`src/rtl/mem_access_unit_pkg.sv`:
```
// mem_access_unit_pkg
// Shared pipeline definitions for the memory-access stage:
//   - access size encodings carried on size_in
//   - the FSM state type of mem_access_unit
//   - helpers for the alignment rule and the big-endian byte-lane enables
package mem_access_unit_pkg;

    // Access size encodings. The fourth code (2'b11) is treated as a word.
    localparam logic [1:0] SIZE_BYTE = 2'b00;
    localparam logic [1:0] SIZE_HALF = 2'b01;
    localparam logic [1:0] SIZE_WORD = 2'b10;

    typedef enum logic {
        IDLE   = 1'b0,
        ACCESS = 1'b1
    } state_t;

    // A halfword must sit on an even address and a word on a multiple of
    // four; bytes can never be misaligned.
    function automatic logic is_misaligned(input logic [1:0] size,
                                           input logic [1:0] offset);
        logic bad;
        case (size)
            SIZE_BYTE: bad = 1'b0;
            SIZE_HALF: bad = offset[0];
            default:   bad = (offset != 2'b00);
        endcase
        return bad;
    endfunction

    // Big-endian lanes: byte offset 0 lives in bits 31:24, which is be[3].
    function automatic logic [3:0] lane_enable(input logic [1:0] size,
                                               input logic [1:0] offset);
        logic [3:0] be;
        case (size)
            SIZE_BYTE: be = 4'b1000 >> offset;
            SIZE_HALF: be = offset[1] ? 4'b0011 : 4'b1100;
            default:   be = 4'b1111;
        endcase
        return be;
    endfunction

endpackage

```
`src/rtl/load_align.sv`:
```
// load_align
// Picks the addressed lanes out of a big-endian memory word, moves them down
// to bit 0 and sign- or zero-extends the result to 32 bits.
// Ports:
//   rdata       - raw word returned by data memory
//   offset      - low two address bits of the access
//   size        - access size (byte / halfword / word)
//   is_unsigned - 1: zero-extend, 0: sign-extend
//   data        - aligned, extended load value
module load_align
    import mem_access_unit_pkg::*;
(
    input  logic [31:0] rdata,
    input  logic [1:0]  offset,
    input  logic [1:0]  size,
    input  logic        is_unsigned,
    output logic [31:0] data
);

    logic [7:0]  byte_sel;
    logic [15:0] half_sel;

    // Lane selection first, then extension according to the access size.
    always_comb begin
        byte_sel = 8'h00;
        half_sel = 16'h0000;
        data     = rdata;

        case (offset)
            2'd0:    byte_sel = rdata[31:24];
            2'd1:    byte_sel = rdata[23:16];
            2'd2:    byte_sel = rdata[15:8];
            default: byte_sel = rdata[7:0];
        endcase

        half_sel = offset[1] ? rdata[15:0] : rdata[31:16];

        case (size)
            SIZE_BYTE: data = is_unsigned ? {24'h000000, byte_sel}
                                          : {{24{byte_sel[7]}}, byte_sel};
            SIZE_HALF: data = is_unsigned ? {16'h0000, half_sel}
                                          : {{16{half_sel[15]}}, half_sel};
            default:   data = rdata;
        endcase
    end

endmodule

```
`src/rtl/mem_access_unit.sv`:
```
// mem_access_unit
// MEM pipeline stage. It takes one instruction from the EX/MEM slot, runs the
// data-memory handshake for loads and stores, and hands the result to MEM/WB.
// Ports:
//   clk, reset                    - clock and asynchronous active-high reset
//   valid_in, mem_read, mem_write - instruction present / load / store
//   size_in, unsigned_in          - access size and load extension mode
//   WB_control_in, alu_result_in,
//   store_data_in, rw_in          - EX/MEM payload (alu_result_in is the address)
//   mem_req, mem_we, mem_addr,
//   mem_be, mem_wdata             - data-memory request bus
//   mem_rdata, mem_ack            - data-memory response
//   WB_control_out, data_from_mem_out,
//   data_from_ALU_out, rw_out     - payload towards MEM/WB
//   valid_out, stall_out,
//   misalign_out, bus_err_out     - completion, back-pressure and error flags
module mem_access_unit
    import mem_access_unit_pkg::*;
#(
    parameter int ACK_TIMEOUT = 15
)(
    input  logic        clk,
    input  logic        reset,
    input  logic        valid_in,
    input  logic        mem_read,
    input  logic        mem_write,
    input  logic [1:0]  size_in,
    input  logic        unsigned_in,
    input  logic [1:0]  WB_control_in,
    input  logic [31:0] alu_result_in,
    input  logic [31:0] store_data_in,
    input  logic [4:0]  rw_in,
    output logic        mem_req,
    output logic        mem_we,
    output logic [31:0] mem_addr,
    output logic [3:0]  mem_be,
    output logic [31:0] mem_wdata,
    input  logic [31:0] mem_rdata,
    input  logic        mem_ack,
    output logic [1:0]  WB_control_out,
    output logic [31:0] data_from_mem_out,
    output logic [31:0] data_from_ALU_out,
    output logic [4:0]  rw_out,
    output logic        valid_out,
    output logic        stall_out,
    output logic        misalign_out,
    output logic        bus_err_out
);

    localparam int CNT_W = $clog2(ACK_TIMEOUT + 1);

    state_t             state;
    logic [CNT_W-1:0]   access_cnt;
    logic [1:0]         pend_wb;
    logic [31:0]        pend_alu;
    logic [4:0]         pend_rw;
    logic [1:0]         pend_size;
    logic [1:0]         pend_offset;
    logic               pend_unsigned;
    logic               pend_load;

    logic               mem_op;
    logic               misaligned;
    logic               accept_access;
    logic               timeout_hit;
    logic [31:0]        load_data;

    // Copies the store operand onto every lane the access can select, so the
    // memory only has to honour mem_be.
    function automatic logic [31:0] replicate_store(input logic [1:0]  size,
                                                    input logic [31:0] data);
        logic [31:0] w;
        case (size)
            SIZE_BYTE: w = {4{data[7:0]}};
            SIZE_HALF: w = {2{data[15:0]}};
            default:   w = data;
        endcase
        return w;
    endfunction

    // Request decode. A store wins when both mem_read and mem_write are set.
    // The timeout fires in the ACK_TIMEOUT-th ACCESS cycle, and only when no
    // ack arrives in that same cycle.
    assign mem_op        = mem_read | mem_write;
    assign misaligned    = is_misaligned(size_in, alu_result_in[1:0]);
    assign accept_access = (state == IDLE) && valid_in && mem_op && !misaligned;
    assign timeout_hit   = (state == ACCESS) && !mem_ack &&
                           (access_cnt == CNT_W'(ACK_TIMEOUT - 1));

    // Stall is combinational so upstream holds in the accept cycle and
    // advances on the very edge that finishes the access (ack or timeout).
    assign stall_out = !reset &&
                       (accept_access || ((state == ACCESS) && !mem_ack && !timeout_hit));

    load_align u_load_align (
        .rdata       (mem_rdata),
        .offset      (pend_offset),
        .size        (pend_size),
        .is_unsigned (pend_unsigned),
        .data        (load_data)
    );

    // Main FSM. Completion flags are single-cycle pulses; payload outputs are
    // only written when an instruction completes and otherwise hold.
    always_ff @(posedge clk or posedge reset) begin
        if (reset) begin
            state             <= IDLE;
            access_cnt        <= '0;
            pend_wb           <= 2'b00;
            pend_alu          <= 32'h0;
            pend_rw           <= 5'd0;
            pend_size         <= 2'b00;
            pend_offset       <= 2'b00;
            pend_unsigned     <= 1'b0;
            pend_load         <= 1'b0;
            mem_req           <= 1'b0;
            mem_we            <= 1'b0;
            mem_addr          <= 32'h0;
            mem_be            <= 4'h0;
            mem_wdata         <= 32'h0;
            WB_control_out    <= 2'b00;
            data_from_mem_out <= 32'h0;
            data_from_ALU_out <= 32'h0;
            rw_out            <= 5'd0;
            valid_out         <= 1'b0;
            misalign_out      <= 1'b0;
            bus_err_out       <= 1'b0;
        end else begin
            valid_out    <= 1'b0;
            misalign_out <= 1'b0;
            bus_err_out  <= 1'b0;

            case (state)
                IDLE: begin
                    if (valid_in) begin
                        if (!mem_op) begin
                            WB_control_out    <= WB_control_in;
                            data_from_ALU_out <= alu_result_in;
                            rw_out            <= rw_in;
                            data_from_mem_out <= 32'h0;
                            valid_out         <= 1'b1;
                        end else if (misaligned) begin
                            WB_control_out    <= 2'b00;
                            data_from_ALU_out <= alu_result_in;
                            rw_out            <= rw_in;
                            data_from_mem_out <= 32'h0;
                            valid_out         <= 1'b1;
                            misalign_out      <= 1'b1;
                        end else begin
                            pend_wb       <= WB_control_in;
                            pend_alu      <= alu_result_in;
                            pend_rw       <= rw_in;
                            pend_size     <= size_in;
                            pend_offset   <= alu_result_in[1:0];
                            pend_unsigned <= unsigned_in;
                            pend_load     <= mem_read & ~mem_write;
                            mem_req       <= 1'b1;
                            mem_we        <= mem_write;
                            mem_addr      <= {alu_result_in[31:2], 2'b00};
                            mem_be        <= lane_enable(size_in, alu_result_in[1:0]);
                            mem_wdata     <= mem_write ? replicate_store(size_in, store_data_in)
                                                       : 32'h0;
                            access_cnt    <= '0;
                            state         <= ACCESS;
                        end
                    end
                end

                ACCESS: begin
                    if (mem_ack) begin
                        WB_control_out    <= pend_wb;
                        data_from_ALU_out <= pend_alu;
                        rw_out            <= pend_rw;
                        data_from_mem_out <= pend_load ? load_data : 32'h0;
                        valid_out         <= 1'b1;
                        mem_req           <= 1'b0;
                        mem_we            <= 1'b0;
                        state             <= IDLE;
                    end else if (timeout_hit) begin
                        WB_control_out    <= 2'b00;
                        data_from_ALU_out <= pend_alu;
                        rw_out            <= pend_rw;
                        data_from_mem_out <= 32'h0;
                        valid_out         <= 1'b1;
                        bus_err_out       <= 1'b1;
                        mem_req           <= 1'b0;
                        mem_we            <= 1'b0;
                        state             <= IDLE;
                    end else begin
                        access_cnt <= access_cnt + CNT_W'(1);
                    end
                end
            endcase
        end
    end

endmodule

```
`config.mk`:
```
export PLATFORM = sky130hd
export DESIGN_NAME = mem_access_unit
export DESIGN_NICKNAME = d
export VERILOG_FILES = /design/src/rtl/mem_access_unit_pkg.sv /design/src/rtl/load_align.sv /design/src/rtl/mem_access_unit.sv
export SDC_FILE = /design/constraint.sdc
export NUM_CORES = 1
export LEC_CHECK = 0
export CORE_UTILIZATION = 42
export DETAILED_ROUTE_END_ITERATION = 10
export PLACE_DENSITY = 0.77
export REMOVE_ABC_BUFFERS = 1
export SETUP_SLACK_MARGIN = 0.1
export SYNTH_ARGS = -nofsm -noshare
export SYNTH_HDL_FRONTEND = slang
export SYNTH_SLANG_ARGS = --single-unit
```
`constraint.sdc`:
```
create_clock -name clk -period 5.2 [get_ports clk]
set_clock_uncertainty 0.05 [all_clocks]
set_input_delay 0.78 -clock clk [delete_from_list [all_inputs] [get_ports clk]]
set_output_delay 0.78 -clock clk [all_outputs]
set_load 0.02 [all_outputs]
```
==> out/summary.txt <==
Adder-cell share of the synthesized area = 0.00324
Critical Path RT = 4.37 ns
Mux share of post-synthesis cell area = 0.153
Global-route usage over all layers = 0.219
Die Ht = 138 um
Sw Ratio = 0.332
CTS H-tree depth = 4
Die X = 138 um
Clock power frac = 0.279
Cell depth of the worst setup path = 4
Cell Area, Synth = 7720 um2
Max_slew headroom = 0.223
TritonCTS clock tree = yes
Reg2Reg Setup Slack = 2.04 ns
Worst reg2reg path depth = 4
PostCTS Resize Cnt = 0
Initial antenna violation count = 0
Min-delay src = mem_wdata[15]
Net Sw Power = 1.55 mW
Clk_lat worst skew = 0.41 ns
Cells after Synth = 748
Largest net degree at the start of global routing = 118
Fin crit share = 0.705
FF-to-FF End = data_from_mem_out[23]
Vias per std cell = 5.19
Global route total overflow = 0
Cell family with most CP delay = flip-flops
Startpoint Class = flip-flop
First-pass GRT wire length = 32.0 mm
Async S/R FF share, synth = 1.00
Final Max Slew Viols = 0
Status = completed
Final nets = 1067
Synth Register Bits = 160
Final instance area = 10800 um2
I/O Buffers = 254
WL per Instance = 17.0 um
Worst setup path class = reg -> out
Avg Inst Size Synth = 10.3 um2
Synth Flop Type = dfrtp_1
Max VDD drop = 0.000255 V
Row count = 49
Final Hold Fails = 0
Worst Hold Slack = 0.413 ns
CP cell instances = nor2b_1, nand2_1, a21oi_1, clkdlybuf4s50_1
CP startpoint = state
Die ar. = 18900 um2
Final setup vio count = 0
Vias in the first global route = 6262
Final Wtd Congestion = 0.788
Post-synthesis compound-gate area fraction = 0.0984
Worst flop-to-flop path startpoint = state
Worst Path Max Fanout = 48
Minimum clock period = 3.66 ns
Placed cell areas = 10200 um2
Yosys warns = 0
Share of cells above drive strength 1 = 0.113
Class of the worst hold path = reg -> reg
Tightest Pin Transition = 1.17 ns
Fin worst setup slack = 1.54 ns
RSZ-0062 raised after global routing = no
Synth Area in XOR/XNOR = 0.00227
Area grow syn2layout = 40.1%
Synth top area cells = dfrtp_1 52%, nand2_1 10%, mux2_2 8.3%
CTS root buf = clkbuf_16
Internal = 3.13 mW
Post-Synth Simple-Gate Area = 0.158
Buf/Inv on CP = 1
Pwr per Cell Area = 433 nW/um2
Critical Path Sink Type = output port
Initial Utilization = 0.430
Util after Layout = 0.602
LEAKAGE = 4.87 nW
Slowest cell delay on critical path = 1.14 ns
Yosys top cell area share = 0.519
Largest family of logic cells by synthesized area = simple AND/OR/NAND/NOR gates
Drt initial violations = 234
Worst EP arrival = 2.83 ns
Drc violations = 0
Flop pwr share = 0.380
Post-CTS Setup Repair Bufs = 0
Max Cap Viol = 0
Hold path cells = 2
Post-synth cell types = 43
Yosys top cell by area = dfrtp_1
Core area = 18000 um2
DRT Wirelength = 20.3 mm
# diodes = 0
Slowest CP cell = dfrtp_2
Max Clk Rate = 273 MHz
EDFF count, synth = 0
CTS buffer count = 17
CTS Hold Bufs = 0
Worst-path clk slew = 0.07 ns
I/O pin count = 257
Routed vias = 6203
Pre-antenna DRT Iters = 5
Detailed placement HPWL = 13.7 mm
Setup tns final = 0 ns
Crit path to = stall_out
Post-route ant nets = 0
Pre-CTS WS = 1.49 ns
CTS max path bufs = 2
Combinational power share = 0.342
Sequential share of the synthesized area = 0.519
Clk sink count = 160
synth_stat cells (2+ instances only):
cell,number
nand2_1,208
dfrtp_1,160
mux2_2,57
mux2_1,37
o21ai_0,34
buf_4,33
clkbuf_1,31
nand3_1,30
a221o_1,16
nand2b_1,16
a32o_1,12
nor2_1,11
nor2b_1,11
mux2i_1,10
inv_1,9
a211oi_1,7
a21oi_1,7
buf_2,7
o41ai_1,6
a21o_1,5
a221oi_1,5
buf_1,5
buf_6,5
nor3_1,3
and3_1,2
ha_1,2
or2_2,2
or3_1,2
power by group through the flow:
stage	clock network, mW	registers, mW	logic [mW]
after floorplan	0	2.09	0.476
after global placement	0	1.79	1.59
after detailed placement	0	1.80	1.61
after CTS	1.33	1.78	1.62
after global routing	1.39	1.82	1.73
final	1.30	1.78	1.60
flip-flops by register name, indices dropped and copies added (netlist names), 2 cells and up:
name and flops:
data_from_mem_out 32, rw_out 5, pend_size 2, pend_alu 31, data_from_ALU_out 32, pend_wb 2
mem_be 4, WB_control_out 2, access_cnt 4, pend_rw 5, mem_wdata 32
through the flow:
step / power [mW] / instances
3_3_place_gp: 3.37 / 1163
4_1_cts: 4.73 / 1195
2_1_floorplan: 2.56 / 668
6_report: 4.68 / 1195
3_5_place_dp: 3.41 / 1163
5_1_grt: 4.94 / 1195
placed cells by master (no fill, tap or decap), types with 5 or more instances in the layout:
master	n
clkdlybuf4s50_1	254
a21oi_1	7
o41ai_1	6
o21ai_0	34
nand2b_1	16
inv_1	8
clkbuf_16	17
mux2_1	37
mux2i_1	10
a221o_1	16
nand2_1	208
nand3_1	30
buf_4	11
dfrtp_1	159
a21o_1	5
a211oi_1	7
nor2b_1	11
a32o_1	12
nor2_1	11
mux2_2	57
a221oi_1	5
how the worst min path moves through the flow:
stage	slack, ns	end
after floorplan	0.39	pend_rw[0]
after global placement	0.40	mem_wdata[8]
after detailed placement	0.41	mem_wdata[15]
after CTS	0.42	mem_wdata[14]
after global routing	0.44	mem_wdata[14]
final	0.41	mem_wdata[15]
cell type report:
type / count / area [um2]
inverters: 9 / 38.8
flip-flops and latches: 160 / 4010
multi-input cells: 499 / 3230
clock buffers: 21 / 460
fillers: 1540 / 7140
repair buffers: 266 / 2650
clock inverters: 11 / 154
well taps: 229 / 287
cells by family after synthesis:
| group | after synthesis |
|---|---|
| simple gates | 288 |
| flops | 160 |
| mux | 105 |
| compound gates | 100 |
| buf+inv | 90 |
| fa+ha+maj | 2 |
| xor+xnor | 2 |
| other cells | 1 |
worst register-to-register path, delay by kind of cell (launching register included):
family          cells  cell delay (ns)
simple gates        2             1.46
flops               1             1.14
buf+inv             1             0.31
compound gates      1             0.14
per-layer routing:
layer	global-route usage	routed length, um
met1	0.282	8760
met2	0.355	9860
met3	0.0596	1410
met4	0.0714	280
met5	0	0
Note: power is estimated with default switching activity, not from simulation.
